--- config.mk ---
export PLATFORM = sky130hd
export DESIGN_NAME = packetizer
export DESIGN_NICKNAME = d
export VERILOG_FILES = /design/src/rtl/packetizer_pkg.sv /design/src/rtl/packetizer_fifo.sv /design/src/rtl/packetizer.sv
export SDC_FILE = /design/constraint.sdc
export NUM_CORES = 1
export LEC_CHECK = 0
export BUFFER_PORTS_ARGS = -buffer_cell sky130_fd_sc_hd__buf_2
export CORE_AREA = 2 2 191 146
export CTS_CLUSTER_SIZE = 20
export DETAILED_ROUTE_END_ITERATION = 6
export DIE_AREA = 0 0 193 148
export GPL_TIMING_DRIVEN = 0
export PLACE_DENSITY = 0.4
export SLEW_MARGIN = 20
export SYNTH_ARGS = -nofsm -noshare
export SYNTH_HDL_FRONTEND = slang
export SYNTH_HIERARCHICAL = 1
export SYNTH_SLANG_ARGS = --single-unit
--- constraint.sdc ---
create_clock -name clk -period 5.7 [get_ports clk]
set_input_delay 0.285 -clock clk [delete_from_list [all_inputs] [get_ports clk]]
set_output_delay 0.285 -clock clk [all_outputs]
set_load 0.05 [all_outputs]
--- src/rtl/packetizer_pkg.sv ---
// Shared constants, flit field layout and FSM state type for the packetizer.
package packetizer_pkg;

  localparam int FLIT_W  = 48;
  localparam int DATA_W  = 16;
  localparam int ENTRY_W = DATA_W + 1;

  localparam logic [15:0] HEAD_MARK = 16'hAAAA;
  localparam logic [7:0]  BODY_TAG  = 8'h55;
  localparam logic [15:0] TAIL_MARK = 16'hFFFF;

  // Flit field bit ranges: marker | middle (dest/data) | low (seq/csum)
  localparam int MARK_HI = 47;
  localparam int MARK_LO = 32;
  localparam int MID_HI  = 31;
  localparam int MID_LO  = 16;
  localparam int LOW_HI  = 15;
  localparam int LOW_LO  = 0;

  typedef enum logic [0:0] {
    S_IDLE = 1'b0,
    S_BODY = 1'b1
  } state_e;

  // Assemble a flit from its three 16-bit fields.
  function automatic logic [FLIT_W-1:0] mk_flit(input logic [15:0] mark,
                                                input logic [15:0] mid,
                                                input logic [15:0] low);
    logic [FLIT_W-1:0] f;
    f = {FLIT_W{1'b0}};
    f[MARK_HI:MARK_LO] = mark;
    f[MID_HI:MID_LO]   = mid;
    f[LOW_HI:LOW_LO]   = low;
    return f;
  endfunction

endpackage

--- src/rtl/packetizer_fifo.sv ---
// Show-ahead synchronous FIFO; rdata is valid whenever empty is low.
module pkt_fifo #(
  parameter int WIDTH = 17,
  parameter int DEPTH = 4
) (
  input  logic             clk,
  input  logic             reset_n,
  input  logic             push,
  input  logic             pop,
  input  logic [WIDTH-1:0] wdata,
  output logic [WIDTH-1:0] rdata,
  output logic             full,
  output logic             empty
);

  localparam int AW = $clog2(DEPTH);
  localparam logic [AW:0] DEPTH_C = DEPTH[AW:0];

  logic [WIDTH-1:0] mem_q [DEPTH];
  logic [AW-1:0]    wr_ptr_q, rd_ptr_q;
  logic [AW:0]      count_q;
  logic             do_push_s, do_pop_s;

  assign full      = (count_q == DEPTH_C);
  assign empty     = (count_q == {(AW+1){1'b0}});
  assign do_push_s = push && !full;
  assign do_pop_s  = pop && !empty;
  assign rdata     = mem_q[rd_ptr_q];

  // Storage array: written on accepted push, no reset needed.
  always_ff @(posedge clk) begin
    if (do_push_s) begin
      mem_q[wr_ptr_q] <= wdata;
    end
  end

  // Pointers and occupancy; pointers wrap naturally since DEPTH is a power of two.
  always_ff @(posedge clk or negedge reset_n) begin
    if (!reset_n) begin
      wr_ptr_q <= {AW{1'b0}};
      rd_ptr_q <= {AW{1'b0}};
      count_q  <= {(AW+1){1'b0}};
    end else begin
      if (do_push_s) wr_ptr_q <= wr_ptr_q + {{(AW-1){1'b0}}, 1'b1};
      if (do_pop_s)  rd_ptr_q <= rd_ptr_q + {{(AW-1){1'b0}}, 1'b1};
      case ({do_push_s, do_pop_s})
        2'b10:   count_q <= count_q + {{AW{1'b0}}, 1'b1};
        2'b01:   count_q <= count_q - {{AW{1'b0}}, 1'b1};
        default: count_q <= count_q;
      endcase
    end
  end

endmodule

--- src/rtl/packetizer.sv ---
// Packetizer: buffers 16-bit words and emits HEAD/BODY/TAIL 48-bit flits.
module packetizer
  import packetizer_pkg::*;
#(
  parameter int FIFO_DEPTH = 4
) (
  input  logic              clk,
  input  logic              reset_n,
  input  logic [DATA_W-1:0] data_in,
  input  logic              data_valid,
  input  logic              data_last,
  output logic              data_ready,
  input  logic [7:0]        dest_id,
  output logic [FLIT_W-1:0] flitout
);

  state_e            state_q, state_d;
  logic [FLIT_W-1:0] flit_q, flit_d;
  logic [7:0]        pkt_seq_q, pkt_seq_d;
  logic [7:0]        word_idx_q, word_idx_d;
  logic [15:0]       csum_q, csum_d;

  logic               fifo_full_s, fifo_empty_s, pop_s;
  logic [ENTRY_W-1:0] fifo_rdata_s;
  logic [15:0]        word_s, sum_s;
  logic               last_s;

  assign data_ready = !fifo_full_s;
  assign flitout    = flit_q;
  assign word_s     = fifo_rdata_s[DATA_W-1:0];
  assign last_s     = fifo_rdata_s[DATA_W];
  assign sum_s      = csum_q + word_s;

  pkt_fifo #(
    .WIDTH (ENTRY_W),
    .DEPTH (FIFO_DEPTH)
  ) u_fifo (
    .clk     (clk),
    .reset_n (reset_n),
    .push    (data_valid),
    .pop     (pop_s),
    .wdata   ({data_last, data_in}),
    .rdata   (fifo_rdata_s),
    .full    (fifo_full_s),
    .empty   (fifo_empty_s)
  );

  // Next-state, flit and counter computation; IDLE flit unless something is emitted.
  always_comb begin
    state_d    = state_q;
    flit_d     = {FLIT_W{1'b0}};
    pop_s      = 1'b0;
    pkt_seq_d  = pkt_seq_q;
    word_idx_d = word_idx_q;
    csum_d     = csum_q;
    case (state_q)
      S_IDLE: begin
        if (!fifo_empty_s) begin
          flit_d     = mk_flit(HEAD_MARK, {dest_id, 8'h00}, {8'h00, pkt_seq_q});
          csum_d     = 16'h0000;
          word_idx_d = 8'h00;
          state_d    = S_BODY;
        end else begin
          flit_d = {FLIT_W{1'b0}};
        end
      end
      S_BODY: begin
        if (!fifo_empty_s) begin
          pop_s  = 1'b1;
          csum_d = sum_s;
          if (last_s) begin
            flit_d    = mk_flit(TAIL_MARK, word_s, sum_s);
            pkt_seq_d = pkt_seq_q + 8'd1;
            state_d   = S_IDLE;
          end else begin
            flit_d     = mk_flit({BODY_TAG, word_idx_q}, word_s, sum_s);
            word_idx_d = word_idx_q + 8'd1;
          end
        end else begin
          flit_d = {FLIT_W{1'b0}};
        end
      end
      default: begin
        state_d = S_IDLE;
      end
    endcase
  end

  // State, flit register and per-packet counters; reset discards any partial packet.
  always_ff @(posedge clk or negedge reset_n) begin
    if (!reset_n) begin
      state_q    <= S_IDLE;
      flit_q     <= {FLIT_W{1'b0}};
      pkt_seq_q  <= 8'h00;
      word_idx_q <= 8'h00;
      csum_q     <= 16'h0000;
    end else begin
      state_q    <= state_d;
      flit_q     <= flit_d;
      pkt_seq_q  <= pkt_seq_d;
      word_idx_q <= word_idx_d;
      csum_q     <= csum_d;
    end
  end

endmodule

* Word level (Yosys, flattened, before mapping)
Memory sizes are Yosys's and may differ from the RTL's. Index checks and enable logic that the tools add are counted.
Storage, ports and cells: flip-flop bits (word level) 88, bits in latches 0, bits in writable memories 68, bits in read-only memories 0, output and inout port bits 49, word-level logic and storage cells 52, memories kept 1
Cells by class: add/sub/neg operators 7, multipliers 0, div/mod/pow operators 0, $lt $le $gt $ge 0, eq/ne operators 6, shift operators 0, muxes and demuxes 19, bitwise gates (word level) 2, reduce and logical (&&, ||, !) cells 9
Memory list:
- u_fifo.mem_q | depth 4, width 17, rd ports 1, clocked after Yosys merged registers in 0, write ports 1, RTL line packetizer_fifo.sv:19 | logic [WIDTH-1:0] mem_q [DEPTH];
Operator list (number):
- 2-to-1 mux 48 bit | 3
- case mux 48 bit (2 select lines) | 1
- 2-to-1 mux 16 bit | 2
- case mux 16 bit (2 select lines) | 1
- 2-to-1 mux 8 bit | 3
- adder 16 bit | 1
- adder 8 x 1 -> 8 bit, second input constant | 2
- case mux 8 bit (2 select lines) | 1
- 2-to-1 mux 1 bit | 6
- != test 2 bit, second input constant | 3
- case mux 3 bit (2 select lines) | 1
- AND reduction 3 bit | 2
- adder 2 x 1 -> 2 bit, second input constant | 2
- adder 3 x 1 -> 3 bit, second input constant | 1
- == test 3 bit, second input constant | 1
- zero test 3 bit | 1
- subtractor 3 x 1 -> 3 bit, second input constant | 1
- == test 2 x 1 -> 1 bit, second input constant | 1
- == test 2 bit, second input constant | 1
- logical AND 1 bit | 2
- zero test 1 bit | 2
- NOT 1 bit | 2
- case mux 1 bit (2 select lines) | 1
- AND reduction 2 bit | 1
- nonzero test 2 bit | 1

* Depth between registers and ports, before layout
word-level depth 6, depth in mapped cells 14

* Modules after synthesis
Netlist, hierarchy kept.
By module, submodules not included:
- packetizer | times used 1, cells an instance 370, area each 3658.5 um^2
- pkt_fifo | times used 1, cells an instance 126, area each 2921.6 um^2

* Worst setup path before layout
No wires, ideal clock.
path type reg2reg, from reg u_fifo.count_q[0], to reg u_fifo.count_q[2], data arrival time 2.732 ns, slack 2.889 ns, cell stages (with the launch flop) 15, path buffers 4, period minus slack after synthesis 2.811 ns, cell sequence dfrtp_1 nor3_1 buf_2 nand2b_1 clkbuf_1 inv_1 buf_2 clkbuf_1 o31a_1 ha_1 inv_1 fa_1 xor2_1 nor2_1 xor2_1
On the way: word-level cells in the longest chain between the ends 6
Ends and longest elaborated chain:
- from (decl) | RTL line packetizer_fifo.sv:21 | logic [AW:0] count_q;
- from (signal assigned) | RTL line packetizer_fifo.sv:42 | count_q <= {(AW+1){1'b0}};
- from (signal assigned) | RTL line packetizer_fifo.sv:47 | 2'b10: count_q <= count_q + {{AW{1'b0}}, 1'b1};
- from (signal assigned) | RTL line packetizer_fifo.sv:48 | 2'b01: count_q <= count_q - {{AW{1'b0}}, 1'b1};
- zero test 3 bit * | RTL line packetizer_fifo.sv:25 | assign empty = (count_q == {(AW+1){1'b0}});
- via fifo_empty_s | RTL line packetizer.sv:23 | logic fifo_full_s, fifo_empty_s, pop_s;
- 2-to-1 mux 1 bit | RTL line packetizer.sv:68 | if (!fifo_empty_s) begin
- 2-to-1 mux 1 bit | RTL line packetizer.sv:56 | case (state_q)
- logical AND 1 bit * | RTL line packetizer_fifo.sv:27 | assign do_pop_s = pop && !empty;
- via u_fifo.do_pop_s | RTL line packetizer_fifo.sv:22 | logic do_push_s, do_pop_s;
- == test 2 x 1 -> 1 bit or == test 2 bit (tied branches) | RTL line packetizer_fifo.sv:46 | case ({do_push_s, do_pop_s})
- case mux 3 bit (2 select lines) or nonzero test 2 bit (tied branches)
The timed path passes the listed nets; every way through them passes the cells marked *. A chain may end at the register's enable or synchronous reset.

* Worst setup path in the final report
Ends and elaborated chain as after synthesis.

==> flow_summary.ini <==
[outcome]
outcome = finished, final reports clean

[placement]
routabilityCongestion = 0.816
dp_hpwl_mm = 11.6
portBuffers = 76

[die]
rows = 52
core-area_um2 = 26700
start_util_pct = 24.7
pin_count = 77
die_x_um = 193
fp.dieH_um = 148
die_area_um2 = 28600

[timing]
final_hold_viol_count = 0
setup_viol = 0
max_freq_ghz = 0.270
fin_crit_sh_pct = 65.0
skew_ns = 0.0100
tightest_slew_ns = 1.04
drv_slew = 0
max-slew-margin-rel_pct = 30.9
rsz0062_at_grt = no
layout_min_cycle_time_ns = 3.70
setup_tns_ns = 0

[global_route]
grt.overflow.total = 0
grt_pass1_vias = 4421
grt_first_pass_wirelength_mm = 25.5
antenna_found_initial = 2
grt_max_degree = 55
grt.total_usage_pct = 12.2

[detailed_routing]
postRouteAntennaNets = 0
drcViolationCount = 0
wl_mm = 16.4
first_pass_iters = 4
routed_via_density = 4.43
vias = 4242
wl_per_cell_um = 17.1
drt_iter0_markers = 246

[worst_setup_path]
rr_endpoint = u_fifo/count_q[2]
critPathMaxFanout = 11
worstSetupStartpointType = flop
critPathKind = flop to flop
r2r_cells = 14
critPathArrivalTime_ns = 4.06
reg2reg_from = u_fifo/count_q[0]
r2r_slack_ns = 2.00
cp-end-kind = flop
cp_data_required_time_ns = 6.05

[clock_tree]
ctsHtreeMaxLevel = 4
cts_tree = done
cts_buffer_depth = 2
worstSkewPairLatency_ns = 0.43
cts.repair.resized = 0
clk_pin_slew_ns = 0.06
cts_buffers = 17
cts_root_buffer = clkbuf_16
clock_sinks = 150

[synthesis]
syn_inst = 496
synth.top_cell.area_share_pct = 31.2
syn_area_um2 = 6580
ys_seq_area_share_pct = 62.2
avgSynthCellArea_um2 = 13.3
syn_nets = 548
yosys_warnings = 6
synth-seq-cells = 150
synth_flop_cell = dfrtp_1
synthArstFlopShare_pct = 54.7
synthTopCellsByArea = dfrtp_1, edfxtp_1, ha_1, mux4_1, nand2_1
netlist-cell-type-count = 54
yosysTopAreaCell = dfrtp_1
synth-edff-count = 68

[cells_and_area]
nets = 645
layout_common_cells = dfrtp_1, buf_2, edfxtp_1
final_common_cell = dfrtp_1
drive_above_1_share_pct = 22.1
syn2layout_area_growth_pct = 22.3

[hold_path]
hold_start = data_in[2]
hold_class = input pin to flop
hold_depth = 1
min_to = u_fifo/mem_q[1][2]

[flow_run]
cap_violations = 0
-- state kept, by name, indices dropped and copies added, names as in the netlist --
name	flops
pkt_seq_q	8
u_fifo/wr_ptr_q	2
state_q	1
u_fifo/mem_q	68
flitout	42
word_idx_q	8
csum_q	16
u_fifo/rd_ptr_q	2
u_fifo/count_q	3
-- synth_stat cells (all sizes together) (2+ instances only) --
cell,number
clkbuf,14
xnor2,12
nor2b,3
or3,5
nor3,5
o21a,2
fa,2
nand4,5
and3,3
ha,22
mux2i,10
a21oi,24
mux2,2
nor2,36
nand2,52
o211ai,2
inv,16
a21o,11
a211oi,4
dfrtp,82
o211a,2
o21ai,23
and2,12
nand3,15
buf,12
edfxtp,68
o31a,2
xor2,12
a22o,3
a211o,2
mux4,17
-- routing by layer --
metal,GRT usage [%],up-vias,share of wire [%]
met5,0,-,0.079
met4,4.43,2,2.1
met3,3.63,20,4.9
met2,17.9,88,44
met1,17.1,2142,49
li1,-,1990,-
-- worst max-delay path, cell delays in order, from the launching register on --
cell	delay (ns)
dfrtp_1	0.44
nor3_1	0.08
buf_2	0.19
nand2b_1	0.16
clkbuf_1	0.25
inv_1	0.24
buf_2	0.34
clkbuf_1	0.51
o31a_1	0.32
ha_1	0.21
inv_1	0.06
fa_1	0.42
xor2_1	0.15
nor2_1	0.12
xor2_1	0.15
-- metrics by stage --
step                hold WS (ns)  utilization, %  instances  setup slack [ns]  instance area, um2
floorplan                -0.0106               -        496              2.89                6580
global placement           0.460            27.7        923              1.97                7400
detailed placement         0.247            27.9        924              1.90                7430
CTS                       0.0480            30.2        957              1.88                8040
global route              0.0519            30.2        957              1.66                8040
finish                    0.0673            30.2        958              2.00                8050
-- layout make-up --
type,count,area (um2)
Sequential cell,150,4090
Tap cell,351,439
Fill cell,2724,18600
Multi-Input combinational cell,304,2280
Clock buffer,19,464
Inverter,16,60.1
Timing Repair Buffer,78,420
Antenna cell,1,2.50
Buffer,26,149
Clock inverter,13,140
-- repair_timing --
action | in CTS | in global routing
hold buffers | 1 | 0
hold endpoints to repair | 28 | 0
buffers inserted | 0 | 0
-- worst max-delay path by stage --
| stage | start | endpoint |
|---|---|---|
| after floorplan | u_fifo/count_q[0] | u_fifo/count_q[2] |
| after global placement | u_fifo/count_q[0] | u_fifo/count_q[2] |
| after detailed placement | u_fifo/count_q[0] | u_fifo/count_q[2] |
| after CTS | u_fifo/count_q[0] | u_fifo/count_q[2] |
| after global routing | u_fifo/count_q[0] | u_fifo/count_q[2] |
| final | u_fifo/count_q[0] | u_fifo/count_q[2] |
-- cell families (layout without fill, tap and decap cells) --
group           after synthesis  count (layout)  synth area share, %
buf+inv                      42             152                 3.18
xor+xnor                     24              24                 3.19
mux                          29              29                 8.20
simple gates                140             140                 9.83
compound gates               87              87                 8.60
other cells                   0               1                    0
flops                       150             150                 62.2
fa+ha+maj                    24              24                 4.79
Power is not shown: default switching activity piles up to over one toggle a cycle in this logic, so the estimate is an artifact.
